==> src/rtl/hazard_pkg.sv <==
// Shared encodings, E-stage shadow record and the forwarding-select helper
// used by the hazard scoreboard.
package hazard_pkg;

  localparam int unsigned ARCH_AW = 5;

  localparam logic [1:0] FWD_RF   = 2'b00;
  localparam logic [1:0] FWD_WB   = 2'b01;
  localparam logic [1:0] FWD_MEM  = 2'b10;
  localparam logic [1:0] RES_LOAD = 2'b01;

  typedef struct packed {
    logic [ARCH_AW-1:0] rs1;
    logic [ARCH_AW-1:0] rs2;
    logic [ARCH_AW-1:0] rd;
    logic               regwrite;
    logic               isload;
  } stage_e_t;

  // M outranks W because it carries the younger value of the register
  function automatic logic [1:0] fwd_sel(
    input logic [ARCH_AW-1:0] src,
    input logic [ARCH_AW-1:0] rd_m,
    input logic               rw_m,
    input logic [ARCH_AW-1:0] rd_w,
    input logic               rw_w
  );
    if (rw_m && (rd_m != '0) && (rd_m == src))
      return FWD_MEM;
    else if (rw_w && (rd_w != '0) && (rd_w == src))
      return FWD_WB;
    else
      return FWD_RF;
  endfunction

endpackage

==> src/rtl/hazard_scoreboard_sat_counter.sv <==
// Saturating event counter: increments on inc_i and sticks at all-ones.
module sat_counter #(
  parameter int unsigned CNT_W = 16
) (
  input  logic             clk,
  input  logic             rst,
  input  logic             inc_i,
  output logic [CNT_W-1:0] cnt_o
);

  logic [CNT_W-1:0] cnt_q, cnt_d;

  always_comb begin
    cnt_d = cnt_q;
    if (inc_i && (cnt_q != '1))
      cnt_d = cnt_q + CNT_W'(1);
  end

  always_ff @(posedge clk or posedge rst) begin
    if (rst)
      cnt_q <= '0;
    else
      cnt_q <= cnt_d;
  end

  assign cnt_o = cnt_q;

endmodule

==> src/rtl/hazard_scoreboard.sv <==
// Hazard controller for the 5-stage core: E/M/W shadow pipeline, operand
// forwarding selects, load-use stall, branch flush and event counters.
module hazard_scoreboard
  import hazard_pkg::*;
#(
  parameter int unsigned REG_AW = 5,
  parameter int unsigned CNT_W  = 16
) (
  input  logic              clk,
  input  logic              reset,
  input  logic [REG_AW-1:0] Rs1D,
  input  logic [REG_AW-1:0] Rs2D,
  input  logic [REG_AW-1:0] RdD,
  input  logic              RegWriteD,
  input  logic [1:0]        ResultSrcD,
  input  logic              PCSrcE,
  output logic [1:0]        ForwardAE,
  output logic [1:0]        ForwardBE,
  output logic              StallF,
  output logic              StallD,
  output logic              FlushD,
  output logic              FlushE,
  output logic [CNT_W-1:0]  stall_cnt,
  output logic [CNT_W-1:0]  flush_cnt
);

  stage_e_t          e_q, e_d;
  logic [REG_AW-1:0] rd_m_q, rd_w_q;
  logic              rw_m_q, rw_w_q;
  logic              lwstall;

  always_comb begin
    e_d = '0;
    if (!FlushE) begin
      e_d.rs1      = Rs1D;
      e_d.rs2      = Rs2D;
      e_d.rd       = RdD;
      e_d.regwrite = RegWriteD;
      e_d.isload   = (ResultSrcD == RES_LOAD);
    end
  end

  always_ff @(posedge clk or posedge reset) begin
    if (reset) begin
      e_q    <= '0;
      rd_m_q <= '0;
      rw_m_q <= 1'b0;
      rd_w_q <= '0;
      rw_w_q <= 1'b0;
    end else begin
      e_q    <= e_d;
      rd_m_q <= e_q.rd;
      rw_m_q <= e_q.regwrite;
      rd_w_q <= rd_m_q;
      rw_w_q <= rw_m_q;
    end
  end

  assign ForwardAE = fwd_sel(e_q.rs1, rd_m_q, rw_m_q, rd_w_q, rw_w_q);
  assign ForwardBE = fwd_sel(e_q.rs2, rd_m_q, rw_m_q, rd_w_q, rw_w_q);

  // Raw rs2 compare even for instructions that ignore rs2: conservative stall
  assign lwstall = e_q.isload && (e_q.rd != '0) &&
                   ((e_q.rd == Rs1D) || (e_q.rd == Rs2D));

  assign StallF = lwstall && !PCSrcE;
  assign StallD = lwstall && !PCSrcE;
  assign FlushD = PCSrcE;
  assign FlushE = lwstall || PCSrcE;

  sat_counter #(.CNT_W(CNT_W)) u_stall_cnt (
    .clk   (clk),
    .rst   (reset),
    .inc_i (StallD),
    .cnt_o (stall_cnt)
  );

  sat_counter #(.CNT_W(CNT_W)) u_flush_cnt (
    .clk   (clk),
    .rst   (reset),
    .inc_i (FlushD),
    .cnt_o (flush_cnt)
  );

endmodule

==> config.mk <==
export PLATFORM = sky130hd
export DESIGN_NAME = hazard_scoreboard
export DESIGN_NICKNAME = d
export VERILOG_FILES = /design/src/rtl/hazard_pkg.sv /design/src/rtl/hazard_scoreboard_sat_counter.sv /design/src/rtl/hazard_scoreboard.sv
export SDC_FILE = /design/constraint.sdc
export NUM_CORES = 1
export LEC_CHECK = 0
export CAP_MARGIN = 20
export CORE_ASPECT_RATIO = 2
export CORE_UTILIZATION = 35
export DETAILED_ROUTE_END_ITERATION = 6
export PLACE_DENSITY = 0.66
export SKIP_CTS_REPAIR_TIMING = 1
export SLEW_MARGIN = 20
export SYNTH_ARGS = -nofsm -noshare
export SYNTH_HDL_FRONTEND = slang
export SYNTH_SLANG_ARGS = --single-unit
==> constraint.sdc <==
create_clock -name clk -period 2.34 [get_ports clk]
set_clock_uncertainty 0.2 [all_clocks]
set_input_delay 0.234 -clock clk [delete_from_list [all_inputs] [get_ports clk]]
set_output_delay 0.234 -clock clk [all_outputs]
set_load 0.01 [all_outputs]
### Word level (Yosys, flattened, before mapping)

Index checks and enable logic that the tools add are counted.

* bits in registers: 61
* word-level logic and storage cells: 44

* add/sub/neg operators: 2
* eq/ne operators: 9
* muxes and demuxes: 5
* reductions and logical operators: 17

Operator list (number)
* $add 16x1->16 const B: 2
* $ne 16x16->1 const B: 2
* $eq 5x5->1: 6
* $mux 17: 1
* $reduce_bool 5->1: 3
* $logic_and 1x1->1: 11
* $mux 2: 2
* $eq 2x1->1 const B: 1
* $logic_or 1x1->1: 2
* $mux 1: 2
* $logic_not 1->1: 1

### Longest topological paths before layout

Gate-level depths: netlist (run 1).

* word-level depth: 5
* depth in mapped cells: 6
* gate-level depth less buffers: 6

### Cells and area by module

A second synthesis (run 1) with hierarchy kept.

* cell total of the unflattened synthesis: 265
* area, all modules: 3041.7 sq um

Modules (own cells, without submodules)
* sat_counter: times used 2, cells an instance 71, area an instance 805.8 sq um, seq. area each 400.4 sq um
* hazard_scoreboard: times used 1, cells an instance 123, area an instance 1430.1 sq um, seq. area each 725.7 sq um

### Least setup slack after synthesis (run 1)

No wires, ideal clock.

* path kind: flip-flop to output port
* from: reg rd_m_q[1]
* to: out ForwardAE[0]
* data arrival time: 1.637 ns
* required time: 1.906 ns
* setup slack: 0.269 ns
* cell stages (with the launch flop): 5
* path buffers: 0
* cell sequence: dfrtp_1 > or4_1 > o21ai_1 > nor4_1 > nor4_1

* word-level cells in the longest chain between the ends: 4
* elaborated cells between the ends (all ways): 5
* classes of those cells: eq/ne: 1; mux: 1; reduce/logical: 3

Ends and longest elaborated chain
* start, declared: line hazard_scoreboard.sv:28 `logic [REG_AW-1:0] rd_m_q, rd_w_q;`
* start signal, assigned: line hazard_scoreboard.sv:52 `rd_m_q <= e_q.rd;`
* $reduce_bool 5->1: line hazard_pkg.sv:28 `if (rw_m && (rd_m != '0) && (rd_m == src))`
* $logic_and 1x1->1: line hazard_pkg.sv:28
* $logic_and 1x1->1 *: line hazard_pkg.sv:28
* $mux 2 *: line hazard_pkg.sv:28
* end, declared: line hazard_scoreboard.sv:17 `output logic [1:0] ForwardAE,`

Every way passes the cells marked *; elsewhere a longest branch is shown, timed or not.

### Final worst setup path (run 1)

* from: reg e_q[2] in the netlist's numbering
* to: out FlushE

* word-level cells in the longest chain between the ends: 4
* elaborated cells between the ends (all ways): 7
* classes of those cells: eq/ne: 2; reduce/logical: 5

Ends and longest elaborated chain
* start, declared: line hazard_scoreboard.sv:27 `stage_e_t e_q, e_d;`
* start signal, assigned: line hazard_scoreboard.sv:45 `e_q <= '0;`
* start signal, assigned: line hazard_scoreboard.sv:51 `e_q <= e_d;`
* $eq 5x5->1 / $reduce_bool 5->1 (equally long branches): line hazard_scoreboard.sv:64, hazard_scoreboard.sv:63
* $logic_or 1x1->1 / $logic_and 1x1->1 (equally long branches): line hazard_scoreboard.sv:64, hazard_scoreboard.sv:63
* $logic_and 1x1->1 *: line hazard_scoreboard.sv:63 `assign lwstall = e_q.isload && (e_q.rd != '0) &&`
* $logic_or 1x1->1 *: line hazard_scoreboard.sv:69 `assign FlushE = lwstall || PCSrcE;`
* end, declared: line hazard_scoreboard.sv:22 `output logic FlushE,`

Marks and branches as above.

==> flow_metrics.env, run 1 <==
export IMPL_status="complete, but fails checks"
export IMPL_violations="setup timing"
export IMPL_first_iter_violations=76
export IMPL_fmax_mhz=392
export IMPL_start_util_pct=35.8
export IMPL_portBuffers=60
export IMPL_worstSetupPathType="flop to primary output"
export IMPL_maxCapViolations=0
export IMPL_place_inst=424
export IMPL_io_pins=61
export IMPL_dieArea_sq_mm=0.00844
export IMPL_grt_start_max_net_pins=44
export IMPL_synth_cell_types=35
export IMPL_drc=0
export IMPL_report_final_slew_viol_count=0
export IMPL_grt_usage_pct=17.4
export IMPL_vias=2240
export IMPL_clock_sinks=61
export IMPL_die_y_um=129
export IMPL_synthMuxAreaShare_pct=1.55
export IMPL_avgSynthCellArea_sq_um=11.4
export IMPL_grt_pass1_vias=2220
export IMPL_fin_ws_ns=-0.210
export IMPL_async_flop_share_pct=100
export IMPL_synthAdderAreaFrac_pct=0.888
export IMPL_end_kind="primary output"
export IMPL_fin_setup_tns_ns=-0.305
export IMPL_final_hold_violation_count=0
export IMPL_final_antenna_net_count=0
export IMPL_cts_root_buf="clkbuf_16"
export IMPL_setup_viol=3
export IMPL_cts_tree="done"
export IMPL_drive_above_1_share_pct=21.3
export IMPL_maxSlewHeadroom_pct=72.4
export IMPL_rsz0062_at_grt="true"
export IMPL_stdcell_count=444
export IMPL_vias_per_cell=5.05
export IMPL_nFillCells=664
export IMPL_synth_common_cells="61 x dfrtp_1, 39 x xnor2_1, 18 x nand3_1"
export IMPL_first_pass_iters=4
export IMPL_synth_xor_area_share_pct=17.4
export IMPL_cp_required_ns=1.91
export IMPL_area_growth_synth_to_final_pct=50.1
export IMPL_postPlaceCellArea_sq_mm=0.00371
export IMPL_yosysTopAreaCell="dfrtp_1"
export IMPL_period_minus_slack_ns=2.55
export IMPL_grt_ovfl_total=0
export IMPL_cts_max_path_buffers=2
export IMPL_synth_compound_area_share_pct=3.95
export IMPL_cp_arrival_ns=2.12
export IMPL_path_clk_slew_ns=0.05
export IMPL_grt_pass1_wl_um=10500
export IMPL_nets=366
export IMPL_wire_per_inst_um=15.4
export IMPL_peakVddDrop_mv=0.453
export IMPL_synthTopCellsByArea="dfrtp_1 54%, xnor2_1 12%, xor2_1 5.3%"
export IMPL_synth_top_cell_area_share_pct=54.2
export IMPL_synth_simple_gate_area_share_pct=19.8
export IMPL_wl_um=6850
export IMPL_worst_pin_slew_ns=0.414
export IMPL_syn_area_sq_mm=0.00282
export IMPL_start_kind="flop"
export IMPL_ys_seq_elements=61
export IMPL_syn_nets=270
export IMPL_period_share_pct=109
export IMPL_total_power_w=0.00330
export IMPL_hp_class="primary input to asynchronous set/reset pin"
export IMPL_core_sq_mm=0.00789
export IMPL_htree_levels=3
export IMPL_hpwl_um=5020
export IMPL_synth_seq_area_share_pct=54.2
export IMPL_synthCells=247
export IMPL_fin_area_sq_mm=0.00423
export IMPL_synth_edf_count=0
export IMPL_rows=46
export IMPL_antenna_found_initial=0
export IMPL_synth_top_family_by_area="simple AND/OR/NAND/NOR gates"
export IMPL_clock_latency_ns=0.32
export IMPL_die_x_um=65.5
export IMPL_diodes=0
export IMPL_yosysMostFrequentCell="dfrtp_1"
export IMPL_seqCellArea_sq_mm=0.00153
export IMPL_p_per_area_mw_per_mm2=780
export IMPL_gp_congestion=0.846
export IMPL_multi_input_area_sq_mm=0.00136
export IMPL_leakagePower_nw=1.93
export IMPL_numCtsBuffers=9
export IMPL_synthFlopType="dfrtp_1"
export IMPL_crit_fanout=4
export IMPL_yosysWarnings=0
==> cells by family after synthesis <==
group | after synthesis
buffers and inverters | 12
AO/OA/AOI/OAI | 14
AND/OR/NAND/NOR | 98
adder cells (fa/ha/maj) | 2
XOR/XNOR | 56
flip-flops | 61
multiplexers | 4
==> critical path, stage by stage (launching register included) <==
cell and delay (ns):
dfrtp_2 0.44, xnor2_2 0.22, nand3_1 0.18, o22ai_4 0.26, buf_6 0.13, buf_6 0.08, buf_6 0.08, buf_6 0.08
buf_6 0.09, a21oi_4 0.05, inv_2 0.04, clkbuf_2 0.12
==> layout make-up <==
class | count | area share (%)
clock buffer | 13 | 6.63
clock inverter | 3 | 1.54
inverter | 7 | 0.621
multi-input combinational | 174 | 32.1
sequential | 61 | 36.1
tap | 96 | 2.84
timing repair buffer | 90 | 20.1
==> flip-flops by register name, indices dropped and copies added, names as in the netlist <==
signal             cells
e_q                   17
u_flush_cnt.cnt_o     16
u_stall_cnt.cnt_o     16
rd_m_q                 5
rd_w_q                 5
rw_m_q                 1
rw_w_q                 1
==> final timing paths <==
kind                                  start                          endpoint  slack (ns)  cells after the start
setup / recovery           e_q[2]$_DFF_PP0_                            FlushE       -0.21                     11
hold / removal                        reset  u_stall_cnt.cnt_o[1]$_DFFE_PP0P_        0.02                      2
setup reg to reg           e_q[2]$_DFF_PP0_                  e_q[0]$_DFF_PP0_        0.01                     11
hold reg to reg            e_q[1]$_DFF_PP0_                  rw_m_q$_DFF_PP0_        0.15                      0
max in group asynchronous             reset                  e_q[5]$_DFF_PP0_        1.33                      3
min in group clk           e_q[1]$_DFF_PP0_                  rw_m_q$_DFF_PP0_        0.15                      0
==> stage by stage <==
stage	util (%)	setup WS [ns]	hold slack, ns
after floorplan	-	0.269	0.131
after global placement	47.1	-0.222	0.138
after detailed placement	47.1	-0.236	0.141
after CTS	51.4	-0.589	0.0388
after global routing	53.6	-0.334	0.0704
final	53.6	-0.210	0.0230
==> layout by cell type, fill, tap and decap left out, drive strengths merged, types with 8 or more instances in the layout <==
cell type,Yosys,final
nor2,11,11
clkdlybuf4s50,0,53
xor2,17,17
buf,4,32
nand2,10,10
nand3,18,18
clkbuf,1,14
dfrtp,61,61
and2,17,17
xnor2,39,39
and3,8,8
nand4,17,17
==> routing by layer <==
layer  track usage [%]  routed length, um
met2              32.0               4010
met1              16.3               2290
met3              4.61                256
met5                 0                  0
met4              10.7                293
==> power by group <==
part	switching [W]	leakage [nW]	internal [W]
Sequential	0.000115	0.804	0.00115
Clock	0.000438	0.172	0.00104
Combinational	0.000234	0.957	0.000314
(Power assumes the default switching activity.)
==> run 2: changes to the inputs <==
- RECOVER_POWER: unset -> 25
==> run 2 against run 1 <==
Net effect: the run still ends with setup timing left; count of clock-buffer cells in the layout did not move; die area did not move; combinational power barely moved; register-to-register slack barely moved; global-route usage did not move; non-clock buffer count did not move.
==> flow_metrics.env, run 2 (same netlist as run 1, synthesis figures left out) <==
export IMPL_wl_um=6850
export IMPL_gp_congestion=0.846
export IMPL_core_sq_mm=0.00789
export IMPL_vias=2240
export IMPL_period_share_pct=109
export IMPL_worstSetupPathType="flop to primary output"
export IMPL_grt_pass1_vias=2220
export IMPL_antenna_found_initial=0
export IMPL_portBuffers=60
export IMPL_crit_fanout=4
export IMPL_cts_max_path_buffers=2
export IMPL_total_power_w=0.00330
export IMPL_fin_util_pct=53.6
export IMPL_path_clk_slew_ns=0.05
export IMPL_htree_levels=3
export IMPL_first_iter_violations=76
export IMPL_drive_above_1_share_pct=21.0
export IMPL_seqCellArea_sq_mm=0.00153
export IMPL_grt_usage_pct=17.4
export IMPL_final_antenna_net_count=0
export IMPL_cts_root_buf="clkbuf_16"
export IMPL_dr_max_layer_used="met4"
export IMPL_period_minus_slack_ns=2.55
export IMPL_met2_length_um=4010
export IMPL_start_util_pct=35.8
export IMPL_area_growth_synth_to_final_pct=50.0
export IMPL_numCtsBuffers=9
export IMPL_leakagePower_nw=1.93
export IMPL_most_common_layout_cells="60 x dfrtp_1, 53 x clkdlybuf4s50_1, 34 x xnor2_1, 24 x buf_4"
export IMPL_layout_commonest_cell="dfrtp_1"
export IMPL_clock_latency_ns=0.32
export IMPL_violations="setup timing"
export IMPL_dieArea_sq_mm=0.00844
export IMPL_grt_start_max_net_pins=44
export IMPL_fin_setup_tns_ns=-0.305
export IMPL_maxCapViolations=0
export IMPL_fin_ws_ns=-0.210
export IMPL_worst_pin_slew_ns=0.414
export IMPL_die_y_um=129
export IMPL_setup_viol=3
export IMPL_hpwl_um=5020
export IMPL_rows=46
export IMPL_end_kind="primary output"
export IMPL_die_x_um=65.5
export IMPL_status="complete, but fails checks"
export IMPL_cp_required_ns=1.91
export IMPL_holdWs_ns=0.0230
export IMPL_p_per_area_mw_per_mm2=780
export IMPL_io_pins=61
export IMPL_maxSlewHeadroom_pct=72.4
export IMPL_wl_met1_um=2290
export IMPL_nFillCells=665
export IMPL_peakVddDrop_mv=0.453
export IMPL_diodes=0
export IMPL_first_pass_iters=4
export IMPL_report_final_slew_viol_count=0
export IMPL_wire_per_inst_um=15.4
export IMPL_vias_per_cell=5.05
export IMPL_nets=366
export IMPL_dp_slack_ns=-0.236
export IMPL_hp_class="primary input to asynchronous set/reset pin"
export IMPL_rsz0062_at_grt="true"
export IMPL_met3_length_um=256
export IMPL_cts_tree="done"
export IMPL_drc=0
export IMPL_final_hold_violation_count=0
export IMPL_grt_ovfl_total=0
export IMPL_top_register="e_q"
export IMPL_grt_pass1_wl_um=10500
export IMPL_largest_reg_flops=17
export IMPL_clock_sinks=61
export IMPL_start_kind="flop"
export IMPL_cp_arrival_ns=2.12
export IMPL_fmax_mhz=392
export IMPL_multi_input_area_sq_mm=0.00136
[run 2: cell counts in the layout (fill, tap and decap cells not counted)]
Identical to the previous run, type by type.
[run 2: final timing paths]
path	from	endpoint	slack [ns]	cells past startpoint
max	e_q[2]$_DFF_PP0_	FlushE	-0.21	11
min	reset	u_stall_cnt.cnt_o[1]$_DFFE_PP0P_	0.02	2
max reg2reg	e_q[2]$_DFF_PP0_	e_q[0]$_DFF_PP0_	0.01	11
min reg2reg	e_q[1]$_DFF_PP0_	rw_m_q$_DFF_PP0_	0.15	0
max in group asynchronous	reset	e_q[2]$_DFF_PP0_	1.34	3
min in group clk	e_q[1]$_DFF_PP0_	rw_m_q$_DFF_PP0_	0.15	0
[run 2: per-stage QoR]
step | instance area, sq um | std cells
after floorplan | 2820 | 247
after global placement | 3710 | 424
after detailed placement | 3710 | 424
after CTS | 4060 | 440
after global routing | 4230 | 444
final | 4230 | 444
[run 2: metal layers]
metal	vias up	track usage, %
met2	59	32.0
li1	1054	-
met5	-	0
met4	0	10.7
met3	21	4.61
met1	1106	16.3
[run 2: power breakdown]
group	leakage [nW]	internal (W)	switching, W	total [W]
sequential	0.805	0.00115	0.000115	0.00127
combinational	0.957	0.000314	0.000234	0.000549
clock	0.172	0.00104	0.000438	0.00148
total	1.93	0.00251	0.000788	0.00330
[run 2: critical path, cell delays in order, from the launching register on]
cell	delay (ns)
dfrtp_2	0.44
xnor2_2	0.22
nand3_1	0.18
o22ai_4	0.26
buf_6	0.13
buf_6	0.08
buf_6	0.08
buf_6	0.08
buf_6	0.09
a21oi_4	0.05
inv_2	0.04
clkbuf_2	0.12
[run 2: layout make-up]
| type | count | share of cell area, % |
|---|---|---|
| sequential | 61 | 36.1 |
| multi-input combinational | 174 | 32.1 |
| timing repair buffer | 90 | 20.1 |
| clock buffer | 13 | 6.63 |
| tap | 96 | 2.84 |
| clock inverter | 3 | 1.54 |
| inverter | 7 | 0.621 |
==> run 3: changes to the inputs <==
- CORE_UTILIZATION: 35 -> 50
- PLACE_DENSITY: 0.66 -> 0.86
==> run 3 against run 2 <==
Net effect: the run still ends with setup timing left; combinational power fell by 1%; critical path depth fell by 6; clock power fell by 39%; sequential power barely moved; register-to-register slack improved by 0.06 ns; sequential share of layout area rose by 2.6 points; global-route usage rose by 7.4 points; fmax rose by 6.7%; total power fell by 18%.
==> flow_metrics.env, run 3 (same netlist as run 1, synthesis figures left out) <==
export IMPL_grt_start_max_net_pins=62
export IMPL_core_sq_mm=0.00542
export IMPL_wire_per_inst_um=16.0
export IMPL_layout_commonest_cell="dfrtp_1"
export IMPL_first_iter_violations=46
export IMPL_gp_congestion=0.868
export IMPL_hold_path_depth=0
export IMPL_die_x_um=55.1
export IMPL_fin_ws_ns=-0.0494
export IMPL_place_inst=388
export IMPL_die_y_um=108
export IMPL_peakVddDrop_mv=0.630
export IMPL_status="complete, but fails checks"
export IMPL_p_per_area_mw_per_mm2=689
export IMPL_grt_pass1_vias=2291
export IMPL_violations="setup timing"
export IMPL_worst_pin_slew_ns=1.46
export IMPL_fin_setup_tns_ns=-0.0767
export IMPL_dieArea_sq_mm=0.00596
export IMPL_hp_class="flop to flop"
export IMPL_fin_util_pct=72.9
export IMPL_reg2reg_slack_ns=0.07
export IMPL_report_final_slew_viol_count=0
export IMPL_grt_pass1_wl_um=10200
export IMPL_seqCellArea_sq_mm=0.00153
export IMPL_first_pass_iters=4
export IMPL_postPlaceCellArea_sq_mm=0.00367
export IMPL_cp_top_family="simple AND/OR/NAND/NOR gates"
export IMPL_end_kind="primary output"
export IMPL_grt_ovfl_total=0
export IMPL_drive_above_1_share_pct=20.9
export IMPL_htree_levels=3
export IMPL_rows=38
export IMPL_maxCapViolations=0
export IMPL_min_from="e_q[1]$_DFF_PP0_"
export IMPL_cts_max_path_buffers=2
export IMPL_fin_area_sq_mm=0.00395
export IMPL_final_hold_violation_count=0
export IMPL_period_share_pct=102
export IMPL_multi_input_area_sq_mm=0.00133
export IMPL_nFillCells=366
export IMPL_wl_um=6580
export IMPL_io_pins=61
export IMPL_largest_reg_flops=17
export IMPL_period_minus_slack_ns=2.39
export IMPL_stdcell_count=410
export IMPL_r2r_cells=7
export IMPL_most_common_layout_cells="60 x dfrtp_1, 52 x clkdlybuf4s50_1, 38 x xnor2_1, 31 x buf_4, 18 x nand3_1"
export IMPL_cts_tree="done"
export IMPL_cts_root_buf="clkbuf_8"
export IMPL_start_kind="flop"
export IMPL_top_register="e_q"
export IMPL_rr_endpoint="u_stall_cnt.cnt_o[10]$_DFFE_PP0P_"
export IMPL_antenna_found_initial=0
export IMPL_path_clk_slew_ns=0.07
export IMPL_rsz0062_at_grt="true"
export IMPL_numCtsBuffers=9
export IMPL_drc=0
export IMPL_start_util_pct=52.0
export IMPL_worstReg2RegStart="e_q[4]$_DFF_PP0_"
export IMPL_hpwl_um=4860
export IMPL_nets=368
export IMPL_final_antenna_net_count=0
export IMPL_crit_buf_inv=1
export IMPL_holdPathEnd="rw_m_q$_DFF_PP0_"
export IMPL_cpPeakStageDelay_ns=0.55
export IMPL_clock_sinks=61
export IMPL_fmax_mhz=419
export IMPL_area_growth_synth_to_final_pct=40.1
export IMPL_diodes=0
export IMPL_crit_fanout=3
export IMPL_maxSlewHeadroom_pct=2.85
export IMPL_clock_latency_ns=0.35
export IMPL_crit_chain="or4_4 > o21ai_2 > or4_4 > nor4_2 > buf_2"
export IMPL_grt_usage_pct=24.7
export IMPL_worstSetupPathType="flop to primary output"
export IMPL_cp_arrival_ns=1.96
export IMPL_cp_slowest_cell="or4_4"
export IMPL_crit_path_frequent_cell="or4_4"
export IMPL_leakagePower_nw=1.77
export IMPL_vias_per_cell=5.43
export IMPL_cp_required_ns=1.91
export IMPL_portBuffers=60
export IMPL_setup_viol=2
export IMPL_vias=2225
-- run 3: cell count changes in the layout (fill, tap and decap cells not counted), sizes merged --
cell / change
inv: -1
buf: +1
dlygate4sd3: +1
clkdlybuf4s50: -1
dlymetal6s2s: -4
bufinv: -1
clkbuf: +3
clkinv: +4
-- run 3: through the flow --
step / hold WS (ns) / worst slack, ns / power, W
final: 0.145 / -0.0494 / 0.00272
after global routing: 0.150 / -0.134 / 0.00284
after CTS: 0.0790 / -0.549 / 0.00270
after detailed placement: 0.139 / -0.178 / 0.00180
after global placement: 0.132 / -0.186 / 0.00177
after floorplan: 0.131 / 0.269 / 0.00151
-- run 3: worst register-to-register path, stage by stage (launching register included) --
cell and delay [ns]:
dfrtp_1 0.37, or4_4 0.57, buf_4 0.16, buf_4 0.12, o21ai_2 0.17, nor3_1 0.12, nand4_1 0.13, mux2_1 0.32
-- run 3: worst max path at each step --
stage | start | slack [ns] | depth (start not counted) | endpoint
5_1_grt | rd_w_q[4]$_DFF_PP0_ | -0.13 | 5 | ForwardBE[0]
3_3_place_gp | rd_m_q[1]$_DFF_PP0_ | -0.19 | 5 | ForwardBE[0]
4_1_cts | rd_m_q[1]$_DFF_PP0_ | -0.55 | 5 | ForwardAE[0]
3_5_place_dp | rd_m_q[1]$_DFF_PP0_ | -0.18 | 5 | ForwardAE[0]
2_1_floorplan | rd_m_q[1]$_DFF_PP0_ | 0.27 | 4 | ForwardAE[0]
6_report | rd_w_q[2]$_DFF_PP0_ | -0.05 | 5 | ForwardAE[0]
-- run 3: report_power, final --
| part | internal, W | switching (W) | total [W] |
|---|---|---|---|
| registers | 0.00115 | 0.000117 | 0.00127 |
| logic | 0.000308 | 0.000235 | 0.000543 |
| clock network | 0.000513 | 0.000396 | 0.000909 |
-- run 3: area by class of cell --
class | count | share of cell area [%]
Multi-Input combinational cell | 174 | 33.6
Tap cell | 60 | 1.90
Clock buffer | 11 | 3.58
Clock inverter | 5 | 1.27
Timing Repair Buffer | 92 | 20.3
Sequential cell | 61 | 38.7
Inverter | 7 | 0.665
-- run 3: per-layer routing --
metal  global-route usage [%]  up-vias  part of all wire (%)  routed length, um
li1                         -     1050                     -                  -
met4                     13.9        0                   3.2                211
met1                     24.6     1103                    34               2240
met5                        0        -                     0                  0
met2                     42.2       56                    59               3860
met3                     8.30       16                   3.9                258
